--- config.mk ---
export PLATFORM = sky130hd
export DESIGN_NAME = clock_hms
export DESIGN_NICKNAME = d
export VERILOG_FILES = /design/src/rtl/clock_hms.sv
export SDC_FILE = /design/constraint.sdc
export NUM_CORES = 1
export LEC_CHECK = 0
export ABC_AREA = 1
export BUFFER_PORTS_ARGS = -buffer_cell sky130_fd_sc_hd__clkbuf_2
export CAP_MARGIN = 20
export CORE_UTILIZATION = 35
export CTS_CLUSTER_DIAMETER = 40
export CTS_CLUSTER_SIZE = 10
export DETAILED_ROUTE_END_ITERATION = 8
export PLACE_DENSITY = 0.55
export SYNTH_ARGS = -nofsm -noshare
export SYNTH_HDL_FRONTEND = slang
export SYNTH_SLANG_ARGS = --single-unit
--- constraint.sdc ---
create_clock -name clk -period 1.76 [get_ports clk]
set_clock_uncertainty 0.2 [all_clocks]
set_input_delay 0.176 -clock clk [delete_from_list [all_inputs] [get_ports clk]]
set_output_delay 0.176 -clock clk [all_outputs]
set_load 0.01 [all_outputs]
--- src/rtl/clock_hms.sv ---
// clock_hms: BCD hh:mm:ss time-of-day counter, advanced by the 1 Hz divider enable.
// Two synchronised push-buttons select and increment the hour/minute fields.
module clock_hms #(
   parameter int HOURS = 24
) (
   input  logic       clk,
   input  logic       reset,
   input  logic       tick,
   input  logic       mode_btn,
   input  logic       inc_btn,
   output logic [3:0] sec_lo,
   output logic [3:0] sec_hi,
   output logic [3:0] min_lo,
   output logic [3:0] min_hi,
   output logic [3:0] hr_lo,
   output logic [3:0] hr_hi,
   output logic [1:0] mode,
   output logic       blink,
   output logic       pm,
   output logic       day_pulse
);

   // Only HOURS of 12 or 24 are meaningful; anything other than 12 behaves as 24.
   localparam bit         IS_12H   = (HOURS == 12);
   localparam logic [7:0] HR_RESET = IS_12H ? 8'h12 : 8'h00;
   localparam logic [7:0] HR_MAX   = IS_12H ? 8'h12 : 8'h23;
   localparam logic [7:0] HR_WRAP  = IS_12H ? 8'h01 : 8'h00;

   typedef enum logic [1:0] {
      RUN     = 2'b00,
      SET_HR  = 2'b01,
      SET_MIN = 2'b10
   } mode_t;

   mode_t      state;
   mode_t      state_nx;
   logic [2:0] mode_sync;
   logic [2:0] inc_sync;
   logic       mode_pulse;
   logic       inc_pulse;
   logic [7:0] sec;
   logic [7:0] min;
   logic [7:0] hr;
   logic [7:0] sec_nx;
   logic [7:0] min_nx;
   logic [7:0] hr_nx;
   logic       pm_nx;
   logic       blink_nx;
   logic       day_nx;
   logic       sec_carry;
   logic       min_carry;

   function automatic logic [7:0] inc_sexa(input logic [7:0] v);
      logic [7:0] r;
      if (v[3:0] == 4'd9) begin
         if (v[7:4] == 4'd5) begin
            r = 8'h00;
         end else begin
            r = {v[7:4] + 4'd1, 4'd0};
         end
      end else begin
         r = {v[7:4], v[3:0] + 4'd1};
      end
      return r;
   endfunction

   function automatic logic [7:0] inc_hour(input logic [7:0] v);
      logic [7:0] r;
      if (v == HR_MAX) begin
         r = HR_WRAP;
      end else if (v[3:0] == 4'd9) begin
         r = {v[7:4] + 4'd1, 4'd0};
      end else begin
         r = {v[7:4], v[3:0] + 4'd1};
      end
      return r;
   endfunction

   // Button synchronisers: [0] first stage, [1] second stage, [2] previous value.
   always_ff @(posedge clk or posedge reset) begin
      if (reset) begin
         mode_sync <= 3'b000;
         inc_sync  <= 3'b000;
      end else begin
         mode_sync <= {mode_sync[1:0], mode_btn};
         inc_sync  <= {inc_sync[1:0], inc_btn};
      end
   end

   assign mode_pulse = mode_sync[1] & ~mode_sync[2];
   assign inc_pulse  = inc_sync[1] & ~inc_sync[2];

   // Mode state register.
   always_ff @(posedge clk or posedge reset) begin
      if (reset) begin
         state <= RUN;
      end else begin
         state <= state_nx;
      end
   end

   // Mode sequencing RUN -> SET_HR -> SET_MIN -> RUN; the unused code recovers to RUN.
   always_comb begin
      state_nx = state;
      case (state)
         RUN:     state_nx = mode_pulse ? SET_HR : RUN;
         SET_HR:  state_nx = mode_pulse ? SET_MIN : SET_HR;
         SET_MIN: state_nx = mode_pulse ? RUN : SET_MIN;
         default: state_nx = RUN;
      endcase
   end

   assign sec_carry = (sec == 8'h59);
   assign min_carry = sec_carry & (min == 8'h59);

   // Next time value; every field is derived from the pre-edge state.
   always_comb begin
      sec_nx   = sec;
      min_nx   = min;
      hr_nx    = hr;
      pm_nx    = pm;
      day_nx   = 1'b0;
      blink_nx = blink ^ tick;
      case (state)
         RUN: begin
            if (tick) begin
               sec_nx = inc_sexa(sec);
               min_nx = sec_carry ? inc_sexa(min) : min;
               hr_nx  = min_carry ? inc_hour(hr) : hr;
               // In 12h mode 11:59:59 flips AM/PM; only the PM->AM flip is a new day.
               if (IS_12H) begin
                  pm_nx  = (min_carry && (hr == 8'h11)) ? ~pm : pm;
                  day_nx = min_carry && (hr == 8'h11) && pm;
               end else begin
                  pm_nx  = 1'b0;
                  day_nx = min_carry && (hr == 8'h23);
               end
            end else begin
               day_nx = 1'b0;
            end
         end
         SET_HR: begin
            if (inc_pulse) begin
               hr_nx = inc_hour(hr);
            end else begin
               hr_nx = hr;
            end
         end
         SET_MIN: begin
            min_nx = inc_pulse ? inc_sexa(min) : min;
            sec_nx = mode_pulse ? 8'h00 : sec;
         end
         default: begin
            sec_nx = sec;
         end
      endcase
   end

   // Time, flag and blink registers.
   always_ff @(posedge clk or posedge reset) begin
      if (reset) begin
         sec       <= 8'h00;
         min       <= 8'h00;
         hr        <= HR_RESET;
         pm        <= 1'b0;
         blink     <= 1'b0;
         day_pulse <= 1'b0;
      end else begin
         sec       <= sec_nx;
         min       <= min_nx;
         hr        <= hr_nx;
         pm        <= pm_nx;
         blink     <= blink_nx;
         day_pulse <= day_nx;
      end
   end

   assign sec_lo = sec[3:0];
   assign sec_hi = sec[7:4];
   assign min_lo = min[3:0];
   assign min_hi = min[7:4];
   assign hr_lo  = hr[3:0];
   assign hr_hi  = hr[7:4];
   assign mode   = state;

endmodule

==> impl_metrics.ini <==
[outcome]
run_status = complete, no violations

[cells_and_area]
finalNetCount = 280
diodes = 0
fill_cells = 542
drive_above_1_share = 0.285
seq_area_um2 = 852
multiInputGateArea_um2 = 930
final_core_util = 0.455
area_growth_pct = 25.4

[power]
p_leak_uw = 0.00118
switching_power_uw = 1240
p_int_uw = 1740
vdd_drop_max_v = 0.000493
swShare = 0.416
power_density_nw_per_um2 = 1290
seqPwrFrac = 0.394
p_clk_frac = 0.179
pwr-share-comb = 0.426

[worst_setup_path]
r2r_end = min[6]
critPathCaptureType = flip-flop
r2r_slack_ns = 0.12
cp-start-kind = flip-flop
r2r_cells = 7
path_max_fanout = 7
cp.arrival_ns = 1.61
critPathKind = reg -> reg
worstPathRequired_ns = 1.73
regToRegStartpoint = sec[5]

[yosys]
synthTopCellsByArea = dfrtp_1, nand2_1, nand3_1
synthCells = 216
synth_warnings = 0
synth-seq-area-share = 0.462
synth_flop_cell = dfrtp_1
synth-edff-count = 0
yosysTopAreaCellShare = 0.462
synth.distinct_cells = 32
netlist_area_um2 = 1840
syn_avg_cell_area_um2 = 8.53
async_flop_share = 1.00
ys_ff_latch = 34
yosysTopAreaCell = dfrtp_1
synth_fp_nets = 229

[worst_hold_path]
hp-class = reg -> reg
holdPathEnd = mode_sync[1]
min_from = mode_sync[0]
hold_depth = 0

[clocking]
cts_made_buffers = 5
clock_latency_ns = 0.28
cts_sinks = 34
clkTransAtPathRegs_ns = 0.07
cts.htree.levels = 2
cts_root_buf = clkbuf_8
cts_max_path_buffers = 2
cts_tree = yes

[floorplan]
pin_count = 34
die_y_um = 74.6
row_count = 26
dieArea_um2 = 5560
fp.dieW_um = 74.6
core-area_um2 = 5070
start_util = 0.363

[place]
pre_cts_ws_ns = 0.0497
portBuffers = 32
hpwl_um = 2610
gp_congestion = 0.770

[route]
wl_per_cell_um = 10.5
vias_per_cell = 4.50
vias = 1515
drc = 0
wl_um = 3550
dr.pass1.iters = 4
drt_iter0_markers = 66
antenna_left = 0

[sta]
rsz0062_at_grt = no
setup_tns_ns = 0
hold_viol_final = 0
timing.fmax_mhz = 610
fin_ws_ns = 0.121
setup_viol = 0
period_share = 0.931
period_needed_ns = 1.64
slew_violations = 0
timing.hold.ws_ns = 0.150

[grt]
grt_pass1_vias = 1255
grt_max_degree = 35
antenna_found_initial = 0
grt_pass1_wl_um = 5620
overflow = 0
grtUsageTotal = 0.135

[job]
drv_cap = 0
[worst max-delay path: stages (launching register included)]
cell and delay [ns]:
dfrtp_1 0.37, inv_1 0.05, ha_1 0.13, nand3_1 0.20
o21ai_2 0.28, nand3_4 0.16, nand2_1 0.09, o21ai_1 0.06
[cell families after synthesis]
kind of cell             count (synthesis)  synth area share
XOR/XNOR                                 8            0.0380
flip-flops                              34             0.462
other                                    1           0.00203
buffers and inverters                   26            0.0570
AND/OR/NAND/NOR                        119             0.311
AO/OA/AOI/OAI                           20            0.0760
adder cells (fa/ha/maj)                  8            0.0543
[through the flow]
| step | instances | power (µW) | instance area, µm² |
|---|---|---|---|
| 2_1_floorplan | 216 | 2000 | 1840 |
| 3_3_place_gp | 324 | 2390 | 2140 |
| 3_5_place_dp | 324 | 2400 | 2140 |
| 4_1_cts | 335 | 2950 | 2250 |
| 5_1_grt | 337 | 3240 | 2310 |
| 6_report | 337 | 2980 | 2310 |
[registers in the layout, summed over array words and instances, names as in the netlist]
name,count
blink,1
day_pulse,1
hr,8
inc_sync,3
min,8
mode,2
mode_sync,3
sec,8
[layout make-up]
| cell class | count | share of cell area |
|---|---|---|
| well taps | 70 | 0.0379 |
| clock buffers | 7 | 0.0330 |
| repair buffers | 45 | 0.116 |
| inverters | 25 | 0.0422 |
| multi-input cells | 156 | 0.402 |
| flip-flops and latches | 34 | 0.369 |
[synthesized netlist by cell type (2+ instances only)]
master / n
nor3_1: 2
o21ai_4: 2
xnor2_1: 2
o21ai_0: 6
nor2_4: 2
dfrtp_1: 34
ha_1: 8
xor2_1: 6
nor2_1: 19
nand3b_1: 4
nand2_2: 5
nand2_1: 55
nand3_1: 23
nand2_4: 3
inv_2: 2
inv_1: 20
o21ai_1: 6
o21ai_2: 3
[power groups by stage]
| stage | Sequential, µW | Clock, µW | Combinational, µW |
|---|---|---|---|
| floorplan | 1240 | 0 | 759 |
| global placement | 1170 | 0 | 1210 |
| global route | 1210 | 590 | 1440 |
| finish | 1180 | 534 | 1270 |
| detailed placement | 1180 | 0 | 1220 |
| CTS | 1170 | 559 | 1230 |
[per-layer routing]
metal  part of all wire  global-route usage
met1               0.47               0.171
met2               0.49               0.219
met3              0.034              0.0407
met4              0.010              0.0440
met5                  0                   0
[placed cells by master, fill, tap and decap left out, drive strengths merged]
master       instances
nor2b                1
buf                  9
xor2                 6
nand2               63
clkinv               2
nor2                22
inv                 23
a21oi                2
dlygate4sd3          4
xnor2                2
o21ai               17
nand3b               4
dfrtp               34
nor3                 2
o21bai               1
clkbuf              39
nand4                1
or2                  1
nand3               25
conb                 1
ha                   8
[how the worst max path moves through the flow]
stage | startpoint | slack, ns | to
after global routing | hr[1] | 0.007 | hr[5]
after detailed placement | sec[1] | 0.05 | hr[7]
final | sec[5] | 0.12 | min[6]
after CTS | sec[1] | 0.04 | hr[7]
after floorplan | sec[1] | 0.16 | hr[0]
after global placement | hr[0] | 0.09 | hr[7]
[timing repair]
action                                  in CTS  in global routing
hold endpoints to repair                    37                  0
buffers inserted                             0                  2
hold buffers                                 4                  0
endpoints found under the setup margin       0                 18
gates resized for setup                      0                 11
Note: power is estimated with default switching activity, not from simulation.
